===== config.mk =====
export PLATFORM = sky130hd
export DESIGN_NAME = banco_reg_param
export DESIGN_NICKNAME = d
export VERILOG_FILES = /design/src/rtl/banco_reg_param.sv
export SDC_FILE = /design/constraint.sdc
export NUM_CORES = 1
export LEC_CHECK = 0
export CORE_MARGIN = 3
export CORE_UTILIZATION = 30
export CTS_CLUSTER_DIAMETER = 80
export CTS_CLUSTER_SIZE = 16
export DETAILED_ROUTE_END_ITERATION = 12
export SYNTH_ARGS = -nofsm -noshare
export SYNTH_HDL_FRONTEND = slang
export SYNTH_SLANG_ARGS = --single-unit

===== constraint.sdc =====
create_clock -name clock -period 1.89 [get_ports clock]
set_input_delay 0.2835 -clock clock [delete_from_list [all_inputs] [get_ports clock]]
set_output_delay 0.2835 -clock clock [all_outputs]
set_load 0.05 [all_outputs]

===== src/rtl/banco_reg_param.sv =====
// Parametrised register file: two combinational read ports and one synchronous
// write port. Adds synchronous clear, optional write-to-read bypass, an optional
// hard-wired zero register, and a per-register busy scoreboard.
module banco_reg_param #(
    parameter int unsigned LARGURA = 16,
    parameter int unsigned ADDR_W  = 3,
    parameter int unsigned BYPASS  = 1,
    parameter int unsigned ZERO_R0 = 0
) (
    input  logic                      clock,
    input  logic                      reset,
    input  logic [ADDR_W-1:0]         Read1,
    input  logic [ADDR_W-1:0]         Read2,
    input  logic [ADDR_W-1:0]         WriteReg,
    input  logic [LARGURA-1:0]        WriteData,
    input  logic                      RegWrite,
    input  logic                      Reserve,
    input  logic [ADDR_W-1:0]         ReserveReg,
    output logic [LARGURA-1:0]        Data1,
    output logic [LARGURA-1:0]        Data2,
    output logic                      Pending1,
    output logic                      Pending2,
    output logic [(1<<ADDR_W)-1:0]    Busy
);

    localparam int unsigned NUM_REGS   = 1 << ADDR_W;
    localparam bit          HAS_BYPASS = (BYPASS != 0);
    localparam bit          HAS_ZERO   = (ZERO_R0 != 0);

    logic [LARGURA-1:0]  mem_q [NUM_REGS];
    logic [LARGURA-1:0]  mem_d [NUM_REGS];
    logic [NUM_REGS-1:0] busy_q;
    logic [NUM_REGS-1:0] busy_d;

    logic wr_en_c;
    logic res_en_c;
    logic hit1_c;
    logic hit2_c;

    // Writes and reservations aimed at a hard-wired zero register are dropped.
    always_comb begin
        wr_en_c  = RegWrite && !(HAS_ZERO && (WriteReg == '0));
        res_en_c = Reserve  && !(HAS_ZERO && (ReserveReg == '0));
    end

    // Next-state for storage and scoreboard; a reservation beats a same-cycle writeback.
    always_comb begin
        mem_d  = mem_q;
        busy_d = busy_q;
        if (wr_en_c) begin
            mem_d[WriteReg] = WriteData;
        end
        for (int unsigned i = 0; i < NUM_REGS; i++) begin
            if (res_en_c && (ReserveReg == ADDR_W'(i))) begin
                busy_d[i] = 1'b1;
            end else if (RegWrite && (WriteReg == ADDR_W'(i))) begin
                busy_d[i] = 1'b0;
            end
        end
    end

    // State registers with synchronous clear; reset drops any in-flight write.
    always_ff @(posedge clock) begin
        if (reset) begin
            for (int unsigned i = 0; i < NUM_REGS; i++) begin
                mem_q[i] <= '0;
            end
            busy_q <= '0;
        end else begin
            mem_q  <= mem_d;
            busy_q <= busy_d;
        end
    end

    // Bypass hit detection: only a committed (non-suppressed) write outside reset forwards.
    always_comb begin
        hit1_c = HAS_BYPASS && !reset && wr_en_c && (WriteReg == Read1);
        hit2_c = HAS_BYPASS && !reset && wr_en_c && (WriteReg == Read2);
    end

    // Read port 1.
    always_comb begin
        Data1    = hit1_c ? WriteData : mem_q[Read1];
        Pending1 = busy_q[Read1] && !hit1_c;
        if (HAS_ZERO && (Read1 == '0)) begin
            Data1    = '0;
            Pending1 = 1'b0;
        end
    end

    // Read port 2.
    always_comb begin
        Data2    = hit2_c ? WriteData : mem_q[Read2];
        Pending2 = busy_q[Read2] && !hit2_c;
        if (HAS_ZERO && (Read2 == '0)) begin
            Data2    = '0;
            Pending2 = 1'b0;
        end
    end

    assign Busy = busy_q;

endmodule


# Word level (Yosys, flattened, before mapping)

Cells that the tools add are included.

Register bits after elaboration: 136
Input bits: 32
Output and inout bits: 42
Word-level logic and storage cells: 107

Order comparisons: 6
Equality and inequality tests: 16
Muxes and demuxes: 31
Bitwise operators: 3
Reductions and logical operators: 35

Operator list:

| kind                 | count |
|---|---|
| $bwmux W128          | 1 |
| $mux W16             | 7 |
| $bmux W16 S3         | 2 |
| $demux W16 S3        | 1 |
| $eq A3 B3 Y1 const B | 8 |
| $logic_and A1 B1 Y1  | 22 |
| $mux W1              | 18 |
| $reduce_bool A2 Y1   | 8 |
| $eq A3 B2 Y1 const B | 4 |
| $ge A4 B4 Y1 const B | 3 |
| $not A3 Y4           | 3 |
| $lt A3 B4 Y1 const B | 2 |
| $bmux W1 S3          | 2 |
| $eq A3 B1 Y1 const B | 2 |
| $eq A3 B3 Y1         | 2 |
| $logic_not A3 Y1     | 2 |
| $lt A4 B1 Y1 const B | 1 |
| $logic_not A1 Y1     | 3 |

# Logic depth before layout (Yosys ltp)

Gate-level depths: netlist (run 1).

Word-level depth: 6
Gate-level depth with buffers: 6
Mapped depth without buffers: 3

# Least setup slack after synthesis (run 1)

OpenSTA, ideal clock, no wires.

Path kind: input-to-output
Start: input port Read1[1]
End: output port Data1[0]
Arrival: 1.734 ns
Data required time: 1.607 ns
Setup slack: -0.128 ns
Cell stages on the path: 6
Path buffers: 3
Path through: buf_4 > buf_4 > buf_2 > mux4_1 > mux2_2 > mux2_2

Cells in the longest elaborated chain, start to end: 5
Elaborated cells on any way between the ends: 7
Classes of those cells: eq/ne: 1; mux: 4; bitwise: 1; reduce/logical: 1

Ends and longest elaborated chain:

| element                                     | line | RTL |
|---|---|---|
| start, declared                             | 12   | `input logic [ADDR_W-1:0] Read1,` |
| $not A3 Y4 (not written as such)            | 83   | `Data1 = hit1_c ? WriteData : mem_q[Read1];` |
| $bmux W16 S3                                | 83   |  |
| $mux W16 (not written as such) (2 in a row) | 83   |  |
| $mux W16 *                                  | 83   |  |
| end, declared                               | 19   | `output logic [LARGURA-1:0] Data1,` |

Every way passes the cells marked *; elsewhere a longest branch is shown, timed or not. The select of a mux whose other input is x is not followed.

# Worst setup path in the final report (run 1)

Start: register mem_q[1] (netlist name)
End: output port Data2[1]

Cells in the longest elaborated chain, start to end: 4

Ends and longest elaborated chain:

| element                                     | line | RTL |
|---|---|---|
| start, declared                             | 30   | `logic [LARGURA-1:0] mem_q [NUM_REGS];` |
| start signal, assigned                      | 70   | `mem_q <= mem_d;` |
| $bmux W16 S3                                | 93   | `Data2 = hit2_c ? WriteData : mem_q[Read2];` |
| $mux W16 (not written as such) (2 in a row) | 93   |  |
| $mux W16                                    | 93   |  |
| end, declared                               | 20   | `output logic [LARGURA-1:0] Data2,` |

No other way between the ends. The select of a mux whose other input is x is not followed.

==> results of run 1 <==
[layout by cell type, fill, tap and decap left out, drive strengths merged, types with 2 or more instances in the layout]
master,n
a21oi,129
a22oi,3
a32oi,4
and2,2
and4b,3
buf,141
bufinv,6
clkbuf,21
clkdlybuf4s50,23
clkinv,3
dfxtp,136
dlygate4sd2,10
mux2,66
mux4,68
nand2,257
nand4,4
nand4b,3
nand4bb,3
nor2,8
nor2b,3
nor4bb,3
xnor2,6
[registers in the layout (all words and copies together), names as in the netlist]
register and flops:
mem_q 128, Busy 8
[per-stage QoR]
step,instance area [µm²],util (%)
6_report,10380,42.19
5_1_grt,10380,42.19
4_1_cts,10290,41.83
3_5_place_dp,9251,37.60
3_3_place_gp,9251,37.60
2_1_floorplan,7701,-
[worst paths after layout]
path | slack [ps] | cells after the start | end | start
min | 460 | 2 | mem_q[10] | mem_q[10]
max | -350 | 4 | Data2[1] | mem_q[1]
min reg2reg | 460 | 2 | mem_q[10] | mem_q[10]
max reg2reg | 1070 | 3 | Busy[0] | Busy[0]
[logic make-up (layout without fill, tap and decap cells)]
logic type      Yosys count  after routing  share of synthesized area [%]
simple gates            290            290                          16.01
compound gates          136            136                          9.237
flops                   136            136                          35.77
mux                     134            134                          32.74
buf+inv                  84            207                          5.556
xor+xnor                  6              6                         0.6903
[critical path: stages, from the launching register on]
cell and delay, ps:
dfxtp_2 330, mux4_2 470, mux2_4 300, mux2_4 280
buf_12 150
[power groups by stage]
stage / Clock, W / Combinational, W / Sequential, W
floorplan: 0 / 0.000651 / 0.00304
global placement: 0 / 0.00107 / 0.00304
detailed placement: 0 / 0.00108 / 0.00304
CTS: 0.00393 / 0.00117 / 0.00298
global route: 0.00406 / 0.00124 / 0.00299
finish: 0.00390 / 0.00118 / 0.00299
[per-layer routing]
metal	vias up	track usage [%]	routed length, µm
met2	259	31.12	12160
met4	2	6.578	596
li1	3002	-	-
met3	42	3.692	1818
met1	3274	24.06	10320
met5	-	0	13
[cell type report]
type | count | area (µm²) | share of cell area (%)
Timing Repair Buffer | 175 | 1899 | 18.30
Tap cell | 324 | 405.4 | 3.905
Clock inverter | 11 | 215.2 | 2.073
Sequential cell | 136 | 2824 | 27.20
Multi-Input combinational cell | 566 | 4557 | 43.90
Clock buffer | 21 | 480.5 | 4.628
[repair_timing]
item | 4_1_cts | 5_1_grt
endpoints found under the setup margin | 42 | 35
gates resized for setup | 186 | 34
pin swaps | 0 | 1
buffers inserted | 6 | 3
cloned | 1 | 0
==> flow_summary.toml, run 1 <==
[timing]
finalCriticalPeriod_ps = 2236
rsz0062_at_grt = "true"
hold_violations = 0
timing.final.setup_violations = 34
final-max-slew-violation-count = 0
setup_clock_skew_after_layout_ps = 0
timing.max_slew.rel_slack_pct = 59.77
tightest_slew_ps = 603.4
worst_slack_ps = -346.1
setup_total_negative_slack_ps = -10200
fmax_ghz = 0.4472
hold_ws_ps = 459.3
layout_worst_path_cycle_share_pct = 118.3

[run_status]
status = "finished, violations left"
failing_checks = "negative setup slack"

[place]
dp_slack_ps = -527.1
detailed_place_hpwl_um = 16580
numPortBuffers = 73
place_inst = 1191
gpl.final_weighted_congestion = 0.8106

[die]
core_region_area_um2 = 24600
placementRows = 57
ioPinCount = 74
initial_core_util_pct = 30.94
dieArea_um2 = 27320
dieHeight_um = 165.3
die_width_um = 165.3

[synth]
yosys-top-cells-count = "257 x nand2_1, 136 x dfxtp_1, 129 x a21oi_1, 58 x mux2_2, 53 x clkbuf_1"
syn-cell-area_um2 = 7612
syn_area_per_cell_um2 = 9.685
synth.yosys.seq_area_share_pct = 35.77
synthArstFlopShare_pct = 0
synth.area.top_cells = "dfxtp_1 36%, mux4_1 17%, nand2_1 13%"
yosys_warnings = 0
netlist.top_cell.by_area = "dfxtp_1"
most_numerous_cell_in_the_yosys_netlist = "nand2_1"
netlist_instances = 786
number_of_library_cell_types_mapped_by_synthesis = 27
synth_ff_type = "dfxtp_1"
synth_top_area_share_pct = 35.77
synth_enable_flop_cells = 0
synth.net_count = 818
synth.ff_latch_count = 136

[flow_run]
cap_viol_max_count = 0

[power_and_ir_drop]
p_seq_share_pct = 37.1
static-leakage-power_nw = 3.954
sw_frac_of_total_pct = 24.19
design_power_total_w = 0.008061
net-switching-power_w = 0.001950
max-vdd-ir-drop_uv = 484.3
internal_power_w = 0.006112
pwr-share-clk_pct = 48.4
power_density_nw_per_um2 = 776.5
share_comb_of_total_power_pct = 14.6

[critical_path]
cp-end-kind = "output port"
crit_required_ps = 1610
critPathKind = "flop to output port"
critical_path_peak_fanout = 3
cp.arrival_ps = 1950
startpoint_type = "flop"

[clocking]
cts-htree-levels = 4
cts_inserted_buffers = 17
clk-insertion-delay-late_ps = 420
cts.sink_count = 136
cts_root_buf = "clkbuf_16"
clk_transition_reported_paths_ps = 60
clockBufferDepth = 2
tritoncts = "built"
post_cts_hold_buffer_count = 0

[grt]
grt_max_degree = 137
vias_in_the_first_global_route = 6544
grt_pass1_wl_um = 38450
grt_overflow = 0
grtUsageTotal_pct = 18.65
antenna_found_initial = 1

[finish]
drive_above_1_share_pct = 43.67
n_diodes = 0
number_of_nets_in_the_layout = 928
syn_to_final_growth_pct = 36.37
fin_cells = 1233
filler_cells = 2343

[detailed_routing]
vias_per_cell = 5.336
drt-pass1-iter-count = 5
detailedRoute.firstIterationViolations = 640
route.detailed.wl_per_inst_um = 20.20
drt_drc = 0
route.antenna.remaining_nets = 0
route.vias.total = 6579
route.final.wire_length_um = 24910

[min_path]
hold_path.class = "flop to flop"
(Power assumes the default switching activity.)
==> run 2, diff against run 1 <==
==> constraint.sdc (replaced) <==
create_clock -name clock -period 2.33 [get_ports clock]
set_input_delay 0.3495 -clock clock [delete_from_list [all_inputs] [get_ports clock]]
set_output_delay 0.3495 -clock clock [all_outputs]
set_load 0.05 [all_outputs]
==> run 2 against run 1 <==
  * Register-to-register slack improved by 550 ps
  * Non-clock buffer count is 28 lower
  * Via count down 2.4%
  * Total power down 21%
  * Flip-flop and latch count did not move
  * Setup slack better by 360 ps
  * Count of clock-buffer cells in the layout fell by 1
  * Sequential share of layout area grew 0.71 points
  * Cell count down 2.3%
  * Highest routed layer is now met4
  * Largest power group unchanged
  * The run now ends clean
  * Design area down 4.0%
  * Critical path depth is the same
==> flow_summary.toml, run 2 (synthesis results as in run 1) <==
[clocking]
cts-htree-levels = 4
clk_transition_reported_paths_ps = 60
clockBufferDepth = 2
clk-insertion-delay-late_ps = 420
post_cts_hold_buffer_count = 0
cts.sink_count = 136
cts_root_buf = "clkbuf_16"
tritoncts = "built"
cts_inserted_buffers = 17

[critical_path]
timing.critical_path.mode_cell = "mux2_4"
critical_path.cell_chain = "mux4_2 -> mux2_4 -> mux2_4 -> buf_8"
worst_path_dominant_cell_family = "multiplexers"
critPathKind = "flop to output port"
critical_path_top_delay_cell = "mux4_2"
worstReg2RegStart = "Busy[1]"
r2r.worst_path.cells = 2
worstPathBufferInverterCount = 1
crit_required_ps = 1980
startpoint_type = "flop"
cp.arrival_ps = 1970
cp-end-kind = "output port"
critical_path_peak_fanout = 3
setup.reg_to_reg.worst_slack_ps = 1620
r2r_end = "Busy[1]"
critical-path-max-stage-delay_ps = 470

[finish]
mostFrequentLayoutCells = "257 x nand2_1, 129 x a21oi_1, 88 x dfxtp_1"
syn_to_final_growth_pct = 30.97
n_diodes = 0
largest_reg_flops = 128
most_common_cell_after_layout_fill_and_taps_aside = "nand2_1"
fin_cells = 1205
number_of_nets_in_the_layout = 900
regMostFlops = "mem_q"
drive_above_1_share_pct = 37.57

[grt]
vias_in_the_first_global_route = 6175
grt_max_degree = 137
grt_pass1_wl_um = 38020
antenna_found_initial = 0
grtUsageTotal_pct = 18.69
grt_overflow = 0

[timing]
worst_slack_ps = 10.92
hold_violations = 0
fmax_ghz = 0.4312
tightest_slew_ps = 703.1
rsz0062_at_grt = "true"
setup_clock_skew_after_layout_ps = 0
final-max-slew-violation-count = 0
finalCriticalPeriod_ps = 2319
layout_worst_path_cycle_share_pct = 99.53
timing.max_slew.rel_slack_pct = 53.13
hold_ws_ps = 451.5
timing.final.setup_violations = 0

[detailed_routing]
route.detailed.wl_per_inst_um = 21.01
route.antenna.remaining_nets = 0
route.vias.total = 6422
vias_per_cell = 5.329
drt_drc = 0
route.final.wire_length_um = 25320
drt-pass1-iter-count = 5
detailedRoute.firstIterationViolations = 773

[run_status]
status = "finished, final reports clean"

[min_path]
timing.hold.worst.start = "reset"
hold_path.class = "input port to flop"
timing.hold.worst_path_depth = 3
worstHoldEndpoint = "Busy[6]"

[flow_run]
cap_viol_max_count = 0

[die]
placementRows = 57
core_region_area_um2 = 24600
die_width_um = 165.3
dieArea_um2 = 27320
initial_core_util_pct = 30.94
ioPinCount = 74
dieHeight_um = 165.3

[power_and_ir_drop]
power_density_nw_per_um2 = 635.5
static-leakage-power_nw = 3.682
max-vdd-ir-drop_uv = 427.8
design_power_total_w = 0.006336

[place]
place_inst = 1170
gpl.final_weighted_congestion = 0.7860
dp_slack_ps = -221.4
detailed_place_hpwl_um = 16450
numPortBuffers = 73
==> run 2: tightest hold or removal path, delay by kind of cell <==
kind          cells  cell delay [ps]
buf+inv           2              340
simple gates      1              140
==> run 2: report_power, final <==
group | internal (W) | total (W) | switching [W]
logic | 0.000414 | 0.000907 | 0.000493
registers | 0.00238 | 0.00242 | 0.0000427
clock network | 0.00195 | 0.00301 | 0.00105
==> run 2: layout make-up <==
class	count	area (µm²)
timing repair buffer	147	1642
multi-input combinational	566	4487
clock buffer	20	456.7
clock inverter	12	196.4
sequential	136	2783
fill	2402	14640
tap	324	405.4
==> run 2: repair_timing <==
action	in CTS	in global routing
buffers inserted	1	0
gates resized for setup	78	120
setup endpoints to repair	33	31
pin swaps	0	1
gates cloned	2	0
==> run 2: layer usage <==
metal	share of wire, %	track usage (%)	wire length (µm)	vias up
met5	0	0	0	-
met4	2.2	5.822	561	0
met3	9.1	4.265	2309	32
met2	46	29.59	11760	309
met1	42	25.45	10700	3144
li1	-	-	-	2937
==> run 2: stage by stage <==
| stage | util (%) | TNS (ps) | cell area, µm² |
|---|---|---|---|
| floorplan | - | 0 | 7612 |
| global placement | 36.70 | -4536 | 9030 |
| detailed placement | 36.70 | -4561 | 9030 |
| CTS | 40.26 | -2.460 | 9906 |
| global route | 40.52 | -78.48 | 9970 |
| finish | 40.52 | 0 | 9970 |
==> run 2: how the worst max path moves through the flow <==
stage,start,cells after the start,endpoint
2_1_floorplan,Read1[1],6,Data1[0]
3_3_place_gp,Read2[1],6,Data2[13]
3_5_place_dp,Read2[1],6,Data2[13]
4_1_cts,mem_q[32],4,Data2[0]
5_1_grt,mem_q[32],4,Data2[0]
6_report,mem_q[32],4,Data2[0]
==> run 3, diff against run 2 <==
--- a/config.mk
+++ b/config.mk
@@ -7,6 +7,7 @@
 export LEC_CHECK = 0
 export CORE_MARGIN = 3
 export CORE_UTILIZATION = 30
+export CTS_BUF_LIST = sky130_fd_sc_hd__clkbuf_2
 export CTS_CLUSTER_DIAMETER = 80
 export CTS_CLUSTER_SIZE = 16
 export DETAILED_ROUTE_END_ITERATION = 12
==> run 3 against run 2 <==
  * The flow now finishes with violations (negative setup slack)
  * Routed wire length shrank 1.0%
  * Fmax shrank 12%
  * Critical path depth unchanged
  * Critical path type unchanged
  * Largest cell class unchanged
  * Highest routed layer unchanged
==> flow_summary.toml, run 3 (synthesis results as in run 1) <==
[flow_run]
cap_viol_max_count = 0

[detailed_routing]
detailroute.wirelength.met2_um = 11610
route.vias.total = 6445
route.detailed.wl_per_inst_um = 20.70
route.antenna.remaining_nets = 0
vias_per_cell = 5.322
route.met3.wl_um = 2027
detailedRoute.firstIterationViolations = 862
topRoutingLayerUsed = "met4"
wl_met1_um = 10860
drt_drc = 0
drt-pass1-iter-count = 6
route.final.wire_length_um = 25060

[place]
numPortBuffers = 73
detailed_place_hpwl_um = 16450
dp_slack_ps = -221.4
place_inst = 1170
gpl.final_weighted_congestion = 0.7860

[critical_path]
worstReg2RegStart = "Busy[5]"
startpoint_type = "flop"
critPathKind = "flop to output port"
cp-end-kind = "output port"
worstSetupStartpoint = "mem_q[82]"
critical_path_peak_fanout = 3
cp.arrival_ps = 2300
crit_required_ps = 1980

[die]
dieArea_um2 = 27320
dieHeight_um = 165.3
initial_core_util_pct = 30.94
ioPinCount = 74
die_width_um = 165.3
placementRows = 57
core_region_area_um2 = 24600

[grt]
grtUsageTotal_pct = 18.67
grt_max_degree = 137
vias_in_the_first_global_route = 6171
grt_overflow = 0
grt_pass1_wl_um = 38490
antenna_found_initial = 1

[finish]
largest_reg_flops = 128
drive_above_1_share_pct = 43.68
filler_cells = 2446
syn_to_final_growth_pct = 27.89
number_of_nets_in_the_layout = 905
mostFrequentLayoutCells = "257 x nand2_1, 129 x a21oi_1, 97 x dfxtp_2"
most_common_cell_after_layout_fill_and_taps_aside = "nand2_1"
fin_cells = 1211
regMostFlops = "mem_q"

[timing]
layout_worst_path_cycle_share_pct = 113.5
hold_ws_ps = 175.4
final-max-slew-violation-count = 0
timing.final.setup_violations = 34
setup_total_negative_slack_ps = -8973
rsz0062_at_grt = "true"
fmax_ghz = 0.3781
timing.max_slew.rel_slack_pct = 54.65
setup_clock_skew_after_layout_ps = 0
worst_slack_ps = -314.9
tightest_slew_ps = 680.3
finalCriticalPeriod_ps = 2645
hold_violations = 0

[run_status]
failing_checks = "negative setup slack"
status = "finished, violations left"

[clocking]
clk-insertion-delay-late_ps = 700
clk_transition_reported_paths_ps = 240
cts.sink_count = 136
clockBufferDepth = 2
cts_root_buf = "clkbuf_2"
cts_inserted_buffers = 17
tritoncts = "built"
cts-htree-levels = 4

[power_and_ir_drop]
max-vdd-ir-drop_uv = 286.2
static-leakage-power_nw = 3.666
power_density_nw_per_um2 = 519.0
design_power_total_w = 0.005053

[min_path]
timing.hold.worst.start = "reset"
hold_path.class = "input port to flop"
-- run 3: cell types whose count changed in the layout (fill, tap and decap cells not counted), moves of 17 or more --
cell and delta:
clkbuf_16 -17, clkbuf_2 +18, dfxtp_1 -50, dfxtp_2 +49
mux2_2 -18, mux2_4 +18
-- run 3: through the flow --
stage          util, %  area [µm²]
3_5_place_dp     36.70        9030
6_report         39.57        9736
4_1_cts          39.46        9709
3_3_place_gp     36.70        9030
5_1_grt          39.57        9736
2_1_floorplan        -        7612
-- run 3: final cells by class --
| cell class | instances | area (µm²) | area share (%) |
|---|---|---|---|
| well taps | 324 | 405.4 | 4.164 |
| clock buffers | 18 | 90.09 | 0.9253 |
| multi-input cells | 566 | 4548 | 46.72 |
| clock inverters | 14 | 203.9 | 2.095 |
| repair buffers | 152 | 1638 | 16.82 |
| diodes | 1 | 2.502 | 0.02570 |
| flip-flops and latches | 136 | 2848 | 29.25 |
-- run 3: path summary, 6_finish.rpt --
check                   end  slack, ps  cells past startpoint
setup / recovery   Data1[2]       -310                      4
setup reg to reg    Busy[5]       1500                      3
hold / removal      Busy[6]        180                      3
hold reg to reg   mem_q[28]        480                      2
-- run 3: critical path, cell delays in order, from the launching register on --
cell and delay (ps):
dfxtp_2 390, mux4_2 450, mux2_4 290, mux2_4 280, buf_12 150
-- run 3: report_power, final --
group	leakage [nW]	switching [W]	internal [W]
logic	2.35	0.000494	0.000416
registers	1.15	0.0000413	0.00239
clock network	0.165	0.000910	0.000806
-- run 3: routing by layer --
layer | up-vias | track usage, %
met4 | 0 | 5.255
met5 | - | 0
li1 | 2940 | -
met3 | 30 | 3.567
met2 | 291 | 29.02
met1 | 3184 | 26.53
-- run 3: timing repair --
action / in CTS / in global routing
gates resized for setup: 253 / 14
buffers inserted: 7 / 1
endpoints found under the setup margin: 42 / 37
cloned: 0 / 0
hold buffers: 0 / 0
pin swaps: 1 / 0
